File: src/rtl/l1cache_pkg.sv
// Shared types and constants for the N-way L1 cache.
package l1cache_pkg;

    localparam int unsigned WORD_W  = 32;
    localparam int unsigned OFF_W   = 2;
    localparam int unsigned WORDS   = 4;
    localparam int unsigned BLOCK_W = WORD_W * WORDS;

    // One cache block viewed as four 32-bit words; word 0 is the low 32 bits
    typedef logic [WORDS-1:0][WORD_W-1:0] block_t;

    typedef enum logic [1:0] {
        IDLE  = 2'd0,
        WBACK = 2'd1,
        ALLOC = 2'd2
    } state_e;

    // Ceiling log2; returns 0 for v <= 1
    function automatic int unsigned clog2(input int unsigned v);
        int unsigned r;
        r = 0;
        for (int unsigned i = 0; i < 32; i++) begin
            if ((32'd1 << i) < v) begin
                r = i + 1;
            end
        end
        return r;
    endfunction

endpackage

File: src/rtl/lru_tracker.sv
// Per-set true-LRU age tracking; age 0 = most recent, WAYS-1 = oldest.
module lru_tracker
    import l1cache_pkg::*;
#(
    parameter int unsigned WAYS = 2,
    parameter int unsigned SETS = 4,
    localparam int unsigned IDX_W = clog2(SETS),
    localparam int unsigned WAY_W = (WAYS > 1) ? clog2(WAYS) : 1
) (
    input  logic             clk,
    input  logic             rst,
    input  logic             upd_en,
    input  logic [IDX_W-1:0] upd_set,
    input  logic [WAY_W-1:0] upd_way,
    input  logic [IDX_W-1:0] qry_set,
    output logic [WAY_W-1:0] oldest_way_c
);

    logic [WAY_W-1:0] age_q [SETS][WAYS];
    logic [WAY_W-1:0] age_d [SETS][WAYS];

    // Touched way becomes youngest; ways younger than its old age get one older
    always_comb begin
        age_d = age_q;
        if (upd_en) begin
            for (int unsigned w = 0; w < WAYS; w++) begin
                if (WAY_W'(w) == upd_way) begin
                    age_d[upd_set][WAY_W'(w)] = '0;
                end else if (age_q[upd_set][WAY_W'(w)] < age_q[upd_set][upd_way]) begin
                    age_d[upd_set][WAY_W'(w)] = age_q[upd_set][WAY_W'(w)] + 1'b1;
                end
            end
        end
    end

    // Age registers; reset gives each way an age equal to its index
    always_ff @(posedge clk) begin
        if (rst) begin
            for (int unsigned s = 0; s < SETS; s++) begin
                for (int unsigned w = 0; w < WAYS; w++) begin
                    age_q[IDX_W'(s)][WAY_W'(w)] <= WAY_W'(w);
                end
            end
        end else begin
            age_q <= age_d;
        end
    end

    // Oldest way of the queried set
    always_comb begin
        oldest_way_c = '0;
        for (int unsigned w = 0; w < WAYS; w++) begin
            if (age_q[qry_set][WAY_W'(w)] == WAY_W'(WAYS - 1)) begin
                oldest_way_c = WAY_W'(w);
            end
        end
    end

endmodule

File: src/rtl/l1cache_nway.sv
// N-way set-associative write-back, write-allocate L1 cache with true LRU.
module l1cache_nway
    import l1cache_pkg::*;
#(
    parameter int unsigned WAYS   = 2,
    parameter int unsigned SETS   = 4,
    parameter int unsigned ADDR_W = 30,
    parameter int unsigned CNT_W  = 32
) (
    input  logic               clk,
    input  logic               proc_reset,
    input  logic               proc_read,
    input  logic               proc_write,
    input  logic [ADDR_W-1:0]  proc_addr,
    input  logic [WORD_W-1:0]  proc_wdata,
    output logic               proc_stall,
    output logic [WORD_W-1:0]  proc_rdata,
    output logic               mem_read,
    output logic               mem_write,
    output logic [ADDR_W-3:0]  mem_addr,
    output logic [BLOCK_W-1:0] mem_wdata,
    input  logic [BLOCK_W-1:0] mem_rdata,
    input  logic               mem_ready,
    output logic [CNT_W-1:0]   access_cnt,
    output logic [CNT_W-1:0]   miss_cnt
);

    localparam int unsigned IDX_W = clog2(SETS);
    localparam int unsigned TAG_W = ADDR_W - IDX_W - OFF_W;
    localparam int unsigned WAY_W = (WAYS > 1) ? clog2(WAYS) : 1;

    logic [TAG_W-1:0]  tag_q   [SETS][WAYS];
    logic [TAG_W-1:0]  tag_d   [SETS][WAYS];
    block_t            data_q  [SETS][WAYS];
    block_t            data_d  [SETS][WAYS];
    logic [WAYS-1:0]   valid_q [SETS];
    logic [WAYS-1:0]   valid_d [SETS];
    logic [WAYS-1:0]   dirty_q [SETS];
    logic [WAYS-1:0]   dirty_d [SETS];

    state_e            state_q, state_d;
    logic [WAY_W-1:0]  victim_q, victim_d;
    logic              mem_read_q, mem_read_d;
    logic              mem_write_q, mem_write_d;
    logic [ADDR_W-3:0] mem_addr_q, mem_addr_d;
    block_t            mem_wdata_q, mem_wdata_d;
    logic [CNT_W-1:0]  access_cnt_q, access_cnt_d;
    logic [CNT_W-1:0]  miss_cnt_q, miss_cnt_d;

    logic [TAG_W-1:0]  tag_c;
    logic [IDX_W-1:0]  idx_c;
    logic [OFF_W-1:0]  word_c;
    logic              req_c, hit_c, done_c, inv_found_c;
    logic [WAY_W-1:0]  hit_way_c, victim_c, lru_way_c;

    assign tag_c  = proc_addr[ADDR_W-1:IDX_W+OFF_W];
    assign idx_c  = proc_addr[IDX_W+OFF_W-1:OFF_W];
    assign word_c = proc_addr[OFF_W-1:0];
    assign req_c  = proc_read | proc_write;

    lru_tracker #(
        .WAYS (WAYS),
        .SETS (SETS)
    ) u_lru (
        .clk          (clk),
        .rst          (proc_reset),
        .upd_en       (done_c),
        .upd_set      (idx_c),
        .upd_way      (hit_way_c),
        .qry_set      (idx_c),
        .oldest_way_c (lru_way_c)
    );

    // Tag lookup and victim choice: lowest invalid way, else the LRU way
    always_comb begin
        hit_c       = 1'b0;
        hit_way_c   = '0;
        victim_c    = lru_way_c;
        inv_found_c = 1'b0;
        for (int unsigned w = 0; w < WAYS; w++) begin
            if (valid_q[idx_c][w] && (tag_q[idx_c][WAY_W'(w)] == tag_c)) begin
                hit_c     = req_c;
                hit_way_c = WAY_W'(w);
            end
            if (!inv_found_c && !valid_q[idx_c][w]) begin
                victim_c    = WAY_W'(w);
                inv_found_c = 1'b1;
            end
        end
    end

    assign proc_stall = req_c && !((state_q == IDLE) && hit_c);
    assign done_c     = req_c && !proc_stall;
    assign proc_rdata = data_q[idx_c][hit_way_c][word_c];

    // Next state: hit completion, miss handling FSM and counters
    always_comb begin
        state_d      = state_q;
        victim_d     = victim_q;
        mem_read_d   = mem_read_q;
        mem_write_d  = mem_write_q;
        mem_addr_d   = mem_addr_q;
        mem_wdata_d  = mem_wdata_q;
        access_cnt_d = access_cnt_q;
        miss_cnt_d   = miss_cnt_q;
        tag_d        = tag_q;
        data_d       = data_q;
        valid_d      = valid_q;
        dirty_d      = dirty_q;

        if (done_c) begin
            if (access_cnt_q != '1) begin
                access_cnt_d = access_cnt_q + 1'b1;
            end
            if (proc_write) begin
                data_d[idx_c][hit_way_c][word_c] = proc_wdata;
                dirty_d[idx_c][hit_way_c]        = 1'b1;
            end
        end

        case (state_q)
            IDLE: begin
                if (req_c && !hit_c) begin
                    victim_d = victim_c;
                    if (miss_cnt_q != '1) begin
                        miss_cnt_d = miss_cnt_q + 1'b1;
                    end
                    if (dirty_q[idx_c][victim_c]) begin
                        state_d     = WBACK;
                        mem_write_d = 1'b1;
                        mem_addr_d  = {tag_q[idx_c][victim_c], idx_c};
                        mem_wdata_d = data_q[idx_c][victim_c];
                    end else begin
                        state_d    = ALLOC;
                        mem_read_d = 1'b1;
                        mem_addr_d = proc_addr[ADDR_W-1:OFF_W];
                    end
                end
            end
            WBACK: begin
                if (mem_ready) begin
                    state_d     = ALLOC;
                    mem_write_d = 1'b0;
                    mem_read_d  = 1'b1;
                    mem_addr_d  = proc_addr[ADDR_W-1:OFF_W];
                end
            end
            ALLOC: begin
                if (mem_ready) begin
                    state_d                  = IDLE;
                    mem_read_d               = 1'b0;
                    data_d[idx_c][victim_q]  = mem_rdata;
                    tag_d[idx_c][victim_q]   = tag_c;
                    valid_d[idx_c][victim_q] = 1'b1;
                    dirty_d[idx_c][victim_q] = 1'b0;
                end
            end
            default: state_d = IDLE;
        endcase
    end

    // Control, status and counter registers
    always_ff @(posedge clk) begin
        if (proc_reset) begin
            state_q      <= IDLE;
            victim_q     <= '0;
            mem_read_q   <= 1'b0;
            mem_write_q  <= 1'b0;
            mem_addr_q   <= '0;
            mem_wdata_q  <= '0;
            access_cnt_q <= '0;
            miss_cnt_q   <= '0;
            for (int unsigned s = 0; s < SETS; s++) begin
                valid_q[IDX_W'(s)] <= '0;
                dirty_q[IDX_W'(s)] <= '0;
            end
        end else begin
            state_q      <= state_d;
            victim_q     <= victim_d;
            mem_read_q   <= mem_read_d;
            mem_write_q  <= mem_write_d;
            mem_addr_q   <= mem_addr_d;
            mem_wdata_q  <= mem_wdata_d;
            access_cnt_q <= access_cnt_d;
            miss_cnt_q   <= miss_cnt_d;
            valid_q      <= valid_d;
            dirty_q      <= dirty_d;
        end
    end

    // Tag and data storage; contents are qualified by valid, so no reset
    always_ff @(posedge clk) begin
        tag_q  <= tag_d;
        data_q <= data_d;
    end

    assign mem_read   = mem_read_q;
    assign mem_write  = mem_write_q;
    assign mem_addr   = mem_addr_q;
    assign mem_wdata  = mem_wdata_q;
    assign access_cnt = access_cnt_q;
    assign miss_cnt   = miss_cnt_q;

endmodule

File: config.mk
export PLATFORM = sky130hd
export DESIGN_NAME = l1cache_nway
export DESIGN_NICKNAME = d
export VERILOG_FILES = /design/src/rtl/l1cache_pkg.sv /design/src/rtl/lru_tracker.sv /design/src/rtl/l1cache_nway.sv
export SDC_FILE = /design/constraint.sdc
export NUM_CORES = 2
export LEC_CHECK = 0
export CAP_MARGIN = 25
export CORE_MARGIN = 1.5
export CORE_UTILIZATION = 50
export CTS_CLUSTER_SIZE = 25
export DETAILED_ROUTE_END_ITERATION = 16
export PLACE_DENSITY = 0.72
export SYNTH_ARGS = -nofsm -noshare
export SYNTH_HDL_FRONTEND = slang
export SYNTH_SLANG_ARGS = --single-unit
File: constraint.sdc
create_clock -name clk -period 5.82 [get_ports clk]
set_input_delay 1.164 -clock clk [delete_from_list [all_inputs] [get_ports clk]]
set_output_delay 1.164 -clock clk [all_outputs]
set_load 0.05 [all_outputs]
* Word level (Yosys, flattened, before mapping) *
Cells that the tools add are included.

storage, ports and cells
  bits in registers = 1481
  input port bits = 195
  output and inout bits = 255
  logic and storage cells = 238

operators by class
  add/subtract/negate cells = 4
  magnitude comparators = 16
  equal/unequal tests = 11
  muxes and demuxes = 98
  bitwise operators = 13
  reduce and logical (&&, ||, !) cells = 29

operators by type and width
  cell                   number
  $mux 1024              4
  $bwmux 1024            2
  $demux 256 s2          2
  $mux 128               8
  $mux 256               4
  $bmux 256 s2           1
  $demux 128 s1          2
  $bwmux 208             1
  $mux 52                3
  $bmux 52 s2            1
  $demux 52 s2           1
  $mux 26                4
  $mux 28                3
  $mux 8                 9
  $add 32x1->32 const B  2
  $bmux 32 s2            1
  $demux 32 s2           1
  $mux 32                2
  $ne 32x32->1 const B   2
  $pmux 28 s2            1
  $eq 26x26->1           2
  $demux 26 s1           1
  $mux 2                 13
  $and 8x8->8            3
  36 further kinds       98

* Depth between registers and ports, before layout *
  depth in word-level cells = 20
  mapped depth = 18

* Cells and area by module *
A second synthesis with hierarchy kept.

unflattened totals
  cells, all modules = 7935
  area total of the unflattened synthesis = 72515.8 sq um

modules (own cells, without submodules)
  module        instances  cells each  area each (sq um)  seq. area each (sq um)
  l1cache_nway  1          7892        72036.6            31570.3
  lru_tracker   1          43          479.2              160.2

* Worst setup path after synthesis *
OpenSTA, ideal clock, no wires.

  kind = input to output
  start point = input proc_addr[3]
  end point = output proc_rdata[10]
  arrival time = 4.335 ns
  path slack = 0.321 ns
  stages on the path = 15
  buffers on the path = 7
  cells stage by stage = buf_2 buf_2 buf_4 buf_2 mux2i_1 xor2_1 nand2_1 a2111oi_0 and4_1 buf_2 clkbuf_1 buf_2 mux2i_1 o22ai_1 or2_2

on the way
  word-level cells in the longest chain between the ends = 13

ends and longest elaborated chain
  element                                           RTL line                                RTL
  start: declaration                                l1cache_nway.sv:14                      input logic [ADDR_W-1:0] proc_addr,
  $not 2->3 (not written as such) (*)               l1cache_nway.sv:81, l1cache_nway.sv:94
  $bmux 52 s2                                       l1cache_nway.sv:81                      if (valid_q[idx_c][w] && (tag_q[idx_c][WAY_W'(w)] == tag_c)) begin
  $mux 52 (2 in series)                             --
  $eq 26x26->1                                      l1cache_nway.sv:81
  $logic_and 1x1->1                                 l1cache_nway.sv:81
  $mux 1                                            l1cache_nway.sv:81
  $not 1->2 (not written as such)                   l1cache_nway.sv:94                      assign proc_rdata = data_q[idx_c][hit_way_c][word_c];
  $mux 128 (not written as such) (*) (3 in series)  l1cache_nway.sv:94
  $bmux 32 s2 (*)                                   l1cache_nway.sv:94
  $mux 32 (not written as such) (*)                 l1cache_nway.sv:94
  end: declaration                                  l1cache_nway.sv:17                      output logic [WORD_W-1:0] proc_rdata,

Every way passes the cells marked *; elsewhere a longest branch is shown, timed or not. The select of a mux whose other input is x is not followed.

* Worst setup path in the final report *
  start point = input proc_addr[25]
  end point = output proc_rdata[5]

on the way
  word-level cells in the longest chain between the ends = 9

ends and longest elaborated chain
  element                                       RTL line
  $eq 26x26->1                                  l1cache_nway.sv:81
  $logic_and 1x1->1                             l1cache_nway.sv:81
  $mux 1                                        l1cache_nway.sv:81
  $not 1->2 (not written as such)               l1cache_nway.sv:94
  $mux 128 (not written as such) (3 in series)  l1cache_nway.sv:94
  $bmux 32 s2                                   l1cache_nway.sv:94
  $mux 32 (not written as such)                 l1cache_nway.sv:94

No other way between the ends. The select of a mux whose other input is x is not followed.

==> run metrics <==
status finished, final reports clean; async set or reset register ratio after synthesis 0%; delay-heaviest family, CP buffers and inverters; GR Layer Usage met1 49.2%; htree depth 4; CP endpoint kind output port; Mapped Cells between 8000 and 9000; GR Layer Usage met3 ~14%; Worst Skew a little under 0.05 ns; drc violations 0; worst-margin pin slew roughly 1.1 ns; fin util about three fifths; clock sink total approximately 1500; DP Wirelength between 150000 and 200000 µm; Post-synth EDFFs ~210; fin crit period 5.78 ns; area of the multi-input gates between 30000 and 40000 µm²; CP Class in -> out; crit path DAT 4.62 ns; Crit path required time ~4.7 ns; Area Overhead vs Synth 16.0%; crit path cell chain clkdlybuf4s50_1, inv_2, a222oi_1, nand3_1, a2111oi_2, and4_4, buf_12, buf_16, buf_12, mux2i_1, o22ai_1, or2_2, buf_4; most instantiated library cell after synthesis nand2_1; slew margin rel. between 20% and 30%; Top-Level Pins 450; Buf+Inv Stages, Crit Path 6; Die X 382 µm; Synth Register Bits between 1000 and 1500; drt total wl between 200000 and 300000 µm; Hold WC Path Type reg -> reg; Max FO, Critical Path 11; fin nets 8641; Most used DFF post-synth dfxtp_1; initial antenna violation count 32; sequential area share after synthesis ~44%; FP Rows between 100 and 150; commonest cells in the netlist nand2_1, nor2_1, dfxtp_1; synth unique cells 74; core area around 140000 µm²; YS warnings 0; initial cell density of the core between 50% and 60%; vias in the first global route 66400; PortBufs about 450; clk_lat worst skew just over 0.8 ns; Die Span Y between 300 and 400 µm; FF/Latch Area 31700 µm²; Detail Route Antenna Nets 0; Yosys top cell by area dfxtp_1; Synthesized Nets 8695; share of cells above drive strength 1 roughly an eighth; CTS Buf Count ~160; CP Launch Type primary input; Clk Tree Root Cell clkbuf_16; final hold vios 0; Max clock buf depth 3; drt via density around 6.8; fmax roughly 170 MHz; Synth Cell Area roughly 72000 µm²; RSZ-0062 raised after global routing no; Most Used Layer, Global Route met2; final slew viol count 0; initial drt markers 11300; DRT Pass-1 Iters 7; global-route wire length before repair 429000 µm; peak supply drop roughly 0.32 mV; Max stage delay on crit path just over 0.5 ns; most frequent CP cell buf_12; routed len/inst around 28 µm; Final Cycle Share between 90% and 100%; global-route usage over all layers roughly two fifths; # fillers between 10000 and 15000; pin count of the biggest net entering global routing 153; clk slew on worst S/H paths approximately 0.060 ns; die footprint approximately 150000 µm²; Via Count between 70000 and 80000; max_cap viols 0; met2 Track Usage GR roughly 56%; Lkg Pwr roughly 31 nW; # setup viols final 0; setup TNS 0 ns; CTS tree built; CP max-delay cell clkdlybuf4s50_1; grt ovf 0; GPL Wtd Cong about 0.95; Mean Syn Cell Area approximately 8.4 µm²; synth top area cells dfxtp_1, mux4_2, nand2_1, a31oi_1, edfxtp_1; Pwr Density between 300 and 400 nW/µm²; area share of the leading cell type in the synthesized netlist roughly 35%
[repair_timing]
item                                    in CTS  in global routing
hold buffers                                 0                  0
buffers inserted                             0                  2
pin swaps                                    0                  3
endpoints found under the setup margin       3                 31
gates resized for setup                      1                 15
gates cloned                                 0                  2
[registers in the layout, indices dropped and copies added, names as in the netlist]
name         cells
mem_wdata      128
mem_write        1
state_q          2
u_lru.age_q      8
mem_addr        28
victim_q         1
dirty_q          8
miss_cnt        32
valid_q          8
mem_read         1
tag_q          208
data_q        1024
access_cnt      32
[layer usage]
| layer | vias up | part of all wire, % |
|---|---|---|
| met4 | 32 | 7.0 |
| met2 | 6030 | 42 |
| met5 | - | 0.071 |
| met3 | 1433 | 16 |
| li1 | 29800 | - |
| met1 | 33600 | 35 |
[worst register-to-register path, cell delays in order (launching register included)]
cell and delay (ns):
edfxtp_1 0.41, mux4_2 0.51, o2bb2ai_1 0.16, or4b_1 0.55, a211o_1 0.25, or4b_4 0.59
nor4_4 0.33, buf_12 0.26, buf_4 0.21, buf_12 0.38, a31oi_1 0.27, a21oi_1 0.21
[worst paths after layout]
kind | to | slack, ns | startpoint | cells past startpoint
min reg2reg | data_q[201] | 0.45 | data_q[201] | 2
max reg2reg | data_q[461] | 1.60 | tag_q[27] | 11
min | data_q[201] | 0.45 | data_q[201] | 2
max | proc_rdata[5] | 0.04 | proc_addr[25] | 13
[cell type report]
type | instances | share of cell area (%)
clock buffers | 219 | 5.30
inverters | 31 | 0.164
multi-input cells | 6012 | 43.4
well taps | 1890 | 2.84
clock inverters | 61 | 0.997
repair buffers | 761 | 9.19
flip-flops and latches | 1481 | 38.1
diodes | 24 | 0.0721
[placed cells by master (no fill, tap or decap), drive strengths merged, types with 10 or more instances in the layout]
cell type	n
and2	42
a21oi	548
mux2	16
nand3	50
nor2	1298
o21ai	54
clkinv	41
inv	36
diode	24
a211oi	10
or4	12
mux4	323
bufinv	13
xnor2	40
and3	24
edfxtp	208
a311oi	128
xor2	32
nand2b	14
buf	347
nand4	58
dfxtp	1273
or2	37
o22ai	70
a31oi	1031
nor3	19
clkdlybuf4s50	412
nor2b	15
mux2i	217
or3	15
nor4	10
clkbuf	221
nand2	1886
[power breakdown]
group	switching (mW)	total [mW]	internal (mW)	leakage, nW
combinational	2.76	4.60	1.84	16.3
clock	4.47	10.4	5.92	2.57
sequential	0.657	12.3	11.7	12.3
total	7.89	27.3	19.4	31.2
[cells by family after synthesis]
group	count (synthesis)	share of synthesized area (%)
XOR/XNOR	72	0.878
multiplexers	556	13.4
AO/OA/AOI/OAI	1886	16.0
AND/OR/NAND/NOR	3496	19.4
buffers and inverters	1005	6.10
adder cells (fa/ha/maj)	2	0.0348
flip-flops	1481	44.2
[stage by stage]
step                total power [mW]  worst slack, ns  instance area (µm²)  std cells  hold WS, ns
floorplan                       15.3            0.321                71800       8498        0.427
CTS                             27.1           0.0148                83100      10500        0.448
global placement                16.7           0.0813                77900      10200        0.434
detailed placement              16.9           0.0474                77900      10200        0.440
global route                    28.1           0.0120                83300      10500        0.459
finish                          27.3           0.0387                83300      10500        0.447
No activity file was read; power rests on OpenSTA's default activity.
